`config.mk`:
```
export PLATFORM = sky130hd
export DESIGN_NAME = aes_dec_round_ctrl
export DESIGN_NICKNAME = d
export VERILOG_FILES = /design/src/rtl/aes_dec_round_ctrl.sv
export SDC_FILE = /design/constraint.sdc
export NUM_CORES = 1
export LEC_CHECK = 0
export CORE_AREA = 3 3 253 255
export DETAILED_ROUTE_END_ITERATION = 12
export DIE_AREA = 0 0 256 258
export PLACE_DENSITY = 0.69
export SETUP_SLACK_MARGIN = 0.05
export SLEW_MARGIN = 5
export SYNTH_ARGS = -nofsm -noshare
export SYNTH_HDL_FRONTEND = slang
export SYNTH_SLANG_ARGS = --single-unit
```
`constraint.sdc`:
```
create_clock -name clk -period 6.3 [get_ports clk]
set_clock_uncertainty 0.1 [all_clocks]
set_input_delay 0.63 -clock clk [delete_from_list [all_inputs] [get_ports clk]]
set_output_delay 0.63 -clock clk [all_outputs]
set_load 0.1 [all_outputs]
```
`src/rtl/aes_dec_round_ctrl.sv`:
```
`default_nettype none
// ============================================================================
// Module   : aes_dec_round_ctrl (with helper aes_mixcolumns_inv)
// Brief    : Iterative AES inverse-cipher round sequencer. One round per
//            clock over a shared datapath: InvShiftRows (wiring), external
//            inverse S-box bank, AddRoundKey XOR, InvMixColumns.
// Revision : 1.0 - initial release
// ============================================================================

// InvMixColumns over a full 128-bit column-major state
module aes_mixcolumns_inv (
  input  logic [127:0] data_i,
  output logic [127:0] data_o
);

  function automatic logic [7:0] xt(input logic [7:0] a);
    return {a[6:0], 1'b0} ^ (a[7] ? 8'h1b : 8'h00);
  endfunction

  // Multiplies by 0x09/0x0b/0x0d/0x0e built from xtime chains
  function automatic logic [7:0] m9(input logic [7:0] a);
    return xt(xt(xt(a))) ^ a;
  endfunction
  function automatic logic [7:0] m11(input logic [7:0] a);
    return xt(xt(xt(a))) ^ xt(a) ^ a;
  endfunction
  function automatic logic [7:0] m13(input logic [7:0] a);
    return xt(xt(xt(a))) ^ xt(xt(a)) ^ a;
  endfunction
  function automatic logic [7:0] m14(input logic [7:0] a);
    return xt(xt(xt(a))) ^ xt(xt(a)) ^ xt(a);
  endfunction

  for (genvar c = 0; c < 4; c++) begin : g_col
    logic [7:0] a0, a1, a2, a3;
    assign a0 = data_i[127-32*c    -: 8];
    assign a1 = data_i[127-32*c-8  -: 8];
    assign a2 = data_i[127-32*c-16 -: 8];
    assign a3 = data_i[127-32*c-24 -: 8];
    assign data_o[127-32*c    -: 8] = m14(a0) ^ m11(a1) ^ m13(a2) ^ m9(a3);
    assign data_o[127-32*c-8  -: 8] = m9(a0)  ^ m14(a1) ^ m11(a2) ^ m13(a3);
    assign data_o[127-32*c-16 -: 8] = m13(a0) ^ m9(a1)  ^ m14(a2) ^ m11(a3);
    assign data_o[127-32*c-24 -: 8] = m11(a0) ^ m13(a1) ^ m9(a2)  ^ m14(a3);
  end

endmodule

module aes_dec_round_ctrl #(
  parameter int NR = 10
) (
  input  logic         clk,
  input  logic         rst,
  input  logic         start,
  input  logic [127:0] ct_i,
  output logic [3:0]   rk_idx,
  input  logic [127:0] rk_i,
  output logic [127:0] isb_o,
  input  logic [127:0] isb_i,
  output logic         busy,
  output logic [127:0] pt_o,
  output logic         pt_valid,
  input  logic         pt_ready
);

  typedef enum logic [1:0] {
    IDLE  = 2'd0,
    ROUND = 2'd1,
    FINAL = 2'd2,
    DONE  = 2'd3
  } fsm_t;

  localparam logic [3:0] C_NR    = 4'(NR);
  localparam logic [3:0] C_NR_M1 = 4'(NR - 1);

  fsm_t         fsm_q, fsm_d;
  logic [127:0] st_q, st_d;
  logic [3:0]   rnd_q, rnd_d;
  logic [127:0] pt_q, pt_d;
  logic [127:0] ark;
  logic [127:0] imc;

  // InvShiftRows: row r rotated right by r bytes, out(r,c) = in(r,(c-r) mod 4)
  for (genvar r = 0; r < 4; r++) begin : g_isr_row
    for (genvar c = 0; c < 4; c++) begin : g_isr_col
      assign isb_o[127-8*(4*c+r) -: 8] = st_q[127-8*(4*((c-r+4)%4)+r) -: 8];
    end
  end

  assign ark = isb_i ^ rk_i;

  aes_mixcolumns_inv u_imc (
    .data_i (ark),
    .data_o (imc)
  );

  assign busy     = (fsm_q != IDLE);
  assign pt_valid = (fsm_q == DONE);
  assign pt_o     = pt_q;

  // Next-state, round-key index and datapath load selection
  always_comb begin
    fsm_d  = fsm_q;
    st_d   = st_q;
    rnd_d  = rnd_q;
    pt_d   = pt_q;
    rk_idx = C_NR;
    case (fsm_q)
      IDLE: begin
        rk_idx = C_NR;
        if (start) begin
          st_d  = ct_i ^ rk_i;
          rnd_d = C_NR_M1;
          fsm_d = ROUND;
        end
      end
      ROUND: begin
        rk_idx = rnd_q;
        st_d   = imc;
        if (rnd_q == 4'd1) begin
          fsm_d = FINAL;
        end else begin
          rnd_d = 4'(rnd_q - 4'd1);
        end
      end
      FINAL: begin
        rk_idx = 4'd0;
        pt_d   = ark;
        fsm_d  = DONE;
      end
      DONE: begin
        // Key store is idle here; index parked at the last key used
        rk_idx = 4'd0;
        if (pt_ready) begin
          fsm_d = IDLE;
        end
      end
    endcase
  end

  // State, round counter and result registers with synchronous reset
  always_ff @(posedge clk) begin
    if (rst) begin
      fsm_q <= IDLE;
      st_q  <= '0;
      rnd_q <= '0;
      pt_q  <= '0;
    end else begin
      fsm_q <= fsm_d;
      st_q  <= st_d;
      rnd_q <= rnd_d;
      pt_q  <= pt_d;
    end
  end

endmodule
`default_nettype wire

```
======== Yosys cells after proc, flatten, opt, wreduce, memory -nomap -nowiden ========
Index checks and enable logic that the tools add are counted.
storage, ports and cells
  input bits .............................. 388
  flip-flop bits (word level) ............. 262
operators by class
  equality and inequality tests ........... 8
  bitwise operators ....................... 194
  add/sub/neg operators ................... 1
  mux-type cells .......................... 58
  reductions and logical operators ........ 7
operators by type and width
  cell                                              count
  bitwise XOR 8 bit                                 189
  one-hot mux 128 bit (2 select lines)              1
  bitwise XOR 128 bit                               2
  2-to-1 mux 5 bit                                  48
  2-to-1 mux 128 bit                                1
  bitwise XOR 8 x 5 -> 8 bit                        3
  one-hot mux 4 bit (3 select lines)                1
  2-to-1 mux 4 bit                                  2
  one-hot mux 2 bit (4 select lines)                1
  one-hot mux 4 bit (2 select lines)                1
  2-to-1 mux 2 bit                                  3
  != test 2 bit, second input constant              3
  AND reduction 3 bit                               2
  == test 2 bit, second input constant              2
  == test 4 x 1 -> 1 bit, second input constant     1
  nonzero test 2 bit                                2
  subtractor 4 x 1 -> 4 bit, second input constant  1
  == test 2 x 1 -> 1 bit, second input constant     1
  logical NOT 2 bit                                 1
  != test 2 x 1 -> 1 bit, second input constant     1
  AND reduction 2 bit                               1
  OR reduction 2 bit                                1

======== Longest topological paths before layout ========
  depth after elaboration ................. 13
  gate-level depth with buffers ........... 9
  gate-level depth less buffers ........... 8

======== Cells and area by module ========
Synthesis repeated with hierarchy kept, for this count alone.
second synthesis, totals
  cells, all modules ...................... 2081
  area total of the unflattened synthesis .. 21204.1 sq um
by module, submodules not included
  module              area each (sq um)  cells each  instances  seq. area each (sq um)
  aes_dec_round_ctrl  12368.1            1291        1          5245.0
  aes_mixcolumns_inv  8836.0             790         1          0.0

======== Least setup slack after synthesis ========
No wires, ideal clock.
  kind .................................... register to output
  start point ............................. register fsm_q[1]
  end point ............................... output rk_idx[0]
  data required time ...................... 5.570 ns
  stages on the path, launching flop included .. 7
  path buffers ............................ 2
  data arrival time ....................... 2.323 ns
  path slack .............................. 3.247 ns
  path through ............................ dfxtp_1 > inv_1 > ha_1 > inv_2 > clkbuf_1 > clkbuf_1 > nor2_1
on the way
  longest elaborated chain between the ends .. 3
RTL lines
  item                                  line  source
  from (decl)                           75    fsm_t fsm_q, fsm_d;
  from (signal assigned)                148   fsm_q <= fsm_d;
  == test 2 bit                         107   case (fsm_q)
  OR reduction 2 bit (no line)          -
  one-hot mux 4 bit (3 select lines) *  107
  to (decl)                             55    output logic [3:0] rk_idx,
Mark *: on every way between the ends. The rest lies on a longest branch, timed or not.

======== Worst setup path in the final report ========
  start point ............................. register fsm_q[1]
  end point ............................... output rk_idx[3]
The elaborated chain is that of the path after synthesis.

==> impl_metrics.py <==
metrics = {
    "cts": {
        "clock_sinks": 262,
        "htree_num_levels": 2,
        "cts_buffers": 34,
        "cts_setup_buffers": 0,
        "post_cts_resize_count": 0,
        "cts_tree": "done",
        "clock_tree.buffer_depth": 3,
        "cts_hold_repair.buffers": 0,
        "clkSlewWorstSetupHoldPaths_ns": 0.05,
        "root_buffer": "sky130_fd_sc_hd__clkbuf_16",
        "clk-insertion-delay-late_ns": 0.53,
    },
    "die": {
        "initial_utilization": 0.336,
        "fp-row-count": 91,
        "floorplan.die_area_um2": 66000,
        "io-pin-count": 650,
        "die-height_um": 258,
        "die-width_um": 256,
        "coreArea_um2": 61800,
    },
    "routing": {
        "post_drt_via_cell_ratio": 4.97,
        "drcViolationCount": 0,
        "routed_wl_um": 83800,
        "firstDrtPassIters": 5,
        "final_antenna_net_count": 0,
        "vias": 17900,
        "first_iter_violations": 1130,
        "avgRoutedWirePerCell_um": 23.2,
    },
    "synth": {
        "mappedNetlistArea_um2": 20800,
        "commonest_cells_post_synth": "sky130_fd_sc_hd__xnor2_1 (628), sky130_fd_sc_hd__dfxtp_1 (262), sky130_fd_sc_hd__nor2_1 (207), sky130_fd_sc_hd__xor2_1 (200), sky130_fd_sc_hd__a211oi_1 (174)",
        "netlist_top_cells_area": "sky130_fd_sc_hd__xnor2_1 (26%), sky130_fd_sc_hd__dfxtp_1 (25%), sky130_fd_sc_hd__xnor3_1 (9.0%), sky130_fd_sc_hd__xor2_1 (8.4%), sky130_fd_sc_hd__a211oi_1 (6.3%)",
        "synth_top_cell_area_share": 0.265,
        "post_synth_inst_count": 2132,
        "synth_area_leader_cell": "sky130_fd_sc_hd__xnor2_1",
        "count_of_flip_flops_with_a_built_in_enable_after_synthesis": 0,
        "async_reset_ff_frac": 0,
        "synthesis.nets": 2527,
        "dominantRegCellSynth": "sky130_fd_sc_hd__dfxtp_1",
        "synth.most_common_cell": "sky130_fd_sc_hd__xnor2_1",
        "synth.ff_latch_count": 262,
        "seq_area_frac_synth": 0.253,
        "ys_types": 44,
        "ys.warnings.count": 0,
        "post_synth.cell_area_avg_um2": 9.74,
    },
    "placed_design": {
        "gp_congestion": 0.949,
        "detailed_place.area_um2": 28200,
        "post-place-cells": 3543,
        "io_buffers": 649,
        "hpwl_after_dpl_um": 65800,
    },
    "sta": {
        "final.period_utilization": 0.667,
        "grt_setup_unrepaired": "no",
        "hold_viol": 0,
        "timing_worst_slew_pin_value_ns": 1.30,
        "relSlewSlack": 0.127,
        "fin_setup_tns_ns": 0,
        "maximum_operating_frequency_mhz": 238,
        "fin_max_slew_vios": 0,
        "timing.final.crit_period_ns": 4.20,
        "number_of_failing_setup_endpoints_in_the_final_timing_report": 0,
    },
    "global_route": {
        "grtUsageTotal": 0.244,
        "first_global_vias": 18700,
        "globalRoute.totalOverflow": 0,
        "grt_antenna_before_repair": 2,
        "grt_first_pass_wirelength_um": 123000,
        "grt_max_degree": 129,
    },
    "pwr": {
        "totalPowerFinal_w": 0.0189,
        "ir_worst_vdd_v": 0.000394,
        "cell_area_power_density_nw_per_um2": 645,
        "power.leakage_nw": 10.7,
    },
    "final_layout": {
        "fillerInstances": 5823,
        "multiInputGateArea_um2": 15100,
        "syn_to_final_growth_pct": 41.2,
        "fin_nets": 3137,
        "final_area_um2": 29300,
        "finalNonFillerCells": 3604,
        "post_route_cells_drive_above_1_share": 0.0622,
        "final_core_utilization": 0.474,
        "sequential_cell_area_um2": 5250,
    },
    "critical_path": {
        "highest_net_fanout_along_the_worst_path": 79,
        "critPathKind": "flop to output pin",
        "critical-path-top-delay-family": "buffers and inverters",
        "cp_slowest_cell": "sky130_fd_sc_hd__clkdlybuf4s50_1",
        "timing.critical_path.from_type": "flop",
        "cp.required_ns": 5.57,
        "critical-path-max-stage-delay_ns": 1.26,
        "critPathCaptureType": "output pin",
        "cp_num_buf_inv": 3,
        "cp_cell_sequence": "inv_1 -> ha_4 -> buf_4 -> a21o_1 -> clkdlybuf4s50_1",
        "cp.arrival_ns": 3.47,
    },
    "worst_hold_path": {
        "hp-class": "flop to flop",
    },
    "run": {
        "timing.max_cap.violations": 0,
    },
    "run_status": {
        "status": "completed",
    },
}
==> cell type report <==
cell class | instances | share of cell area
Multi-Input combinational cell | 1751 | 0.516
Timing Repair Buffer | 684 | 0.231
Sequential cell | 262 | 0.179
Tap cell | 837 | 0.0357
Clock buffer | 49 | 0.0330
Clock inverter | 9 | 0.00363
Inverter | 9 | 0.00119
Antenna cell | 3 | 0.000256
==> worst register-to-register path, cell delays in order, from the launching register on <==
cell and delay, ns:
sky130_fd_sc_hd__dfxtp_1 0.35, sky130_fd_sc_hd__inv_1 0.15, sky130_fd_sc_hd__ha_4 0.17, sky130_fd_sc_hd__buf_4 0.49, sky130_fd_sc_hd__a21boi_4 0.20, sky130_fd_sc_hd__buf_4 0.32, sky130_fd_sc_hd__nor2_4 0.73, sky130_fd_sc_hd__nand2_1 0.61
sky130_fd_sc_hd__buf_4 0.37, sky130_fd_sc_hd__o22ai_1 0.17
==> registers in the layout (all words and copies together) (netlist names) <==
signal,count
st_q,128
pt_o,128
fsm_q,2
rnd_q,4
==> where the power goes <==
part	internal (W)	switching, W
logic	0.00463	0.00958
clock network	0.00115	0.000781
registers	0.00236	0.000432
total	0.00814	0.0108
==> layer usage <==
layer / part of all wire / wire, um / GRT usage / vias up
li1: - / - / - / 8427
met1: 0.42 / 35600 / 0.312 / 8734
met2: 0.50 / 41800 / 0.434 / 682
met3: 0.060 / 5040 / 0.0396 / 84
met4: 0.017 / 1390 / 0.0485 / 0
met5: 0 / 0 / 0 / -
==> cell families after synthesis <==
group	after synthesis	share of synthesized area
xor gates and xnor gates	1004	0.526
AOI/OAI and AO/OA	408	0.130
adders and majority gates	7	0.00422
DFF	262	0.253
muxes	5	0.00241
and+or+nand+nor	327	0.0625
buffers and inverters	119	0.0215
==> cell usage in the layout (no fill, tap or decap), drive strengths merged <==
| cell type | Yosys | routed |
|---|---|---|
| nand2 | 68 | 68 |
| clkdlybuf4s50 | 0 | 647 |
| o21ai | 63 | 63 |
| clkinvlp | 0 | 3 |
| diode | 0 | 3 |
| ha | 7 | 7 |
| inv | 9 | 9 |
| o211ai | 12 | 12 |
| clkbuf | 102 | 50 |
| a211o | 10 | 10 |
| dfxtp | 262 | 262 |
| buf | 8 | 36 |
| o311a | 1 | 1 |
| and2 | 2 | 2 |
| a211oi | 175 | 175 |
| a32o | 1 | 1 |
| bufinv | 0 | 2 |
| a31oi | 2 | 2 |
| o31ai | 3 | 3 |
| xor3 | 17 | 17 |
| o22ai | 17 | 17 |
| nor2 | 207 | 207 |
| a31o | 1 | 1 |
| mux2i | 5 | 5 |
| a32oi | 3 | 3 |
| nand3 | 4 | 4 |
| a21o | 5 | 5 |
| xnor3 | 87 | 87 |
| clkinv | 0 | 4 |
| or3 | 2 | 2 |
| a22o | 20 | 20 |
| xor2 | 209 | 209 |
| nor3 | 43 | 43 |
| a21oi | 92 | 92 |
| nor4 | 1 | 1 |
| o2111ai | 1 | 1 |
| a21boi | 1 | 1 |
| xnor2 | 691 | 691 |
| o21a | 1 | 1 |
==> metrics by stage <==
stage          hold slack (ns)  setup WS (ns)
5_1_grt                  0.364           1.92
3_3_place_gp             0.335           2.26
6_report                 0.350           2.10
4_1_cts                  0.350           2.04
2_1_floorplan            0.382           3.25
3_5_place_dp             0.339           2.29
==> worst paths after layout <==
| check | start | to | slack (ns) | depth (start not counted) |
|---|---|---|---|---|
| hold reg to reg | st_q[97] | st_q[97] | 0.35 | 1 |
| hold / removal | st_q[97] | st_q[97] | 0.35 | 1 |
| setup reg to reg | fsm_q[1] | st_q[21] | 2.54 | 9 |
| setup / recovery | fsm_q[1] | rk_idx[3] | 2.10 | 5 |
Note: power is estimated with default switching activity, not from simulation.
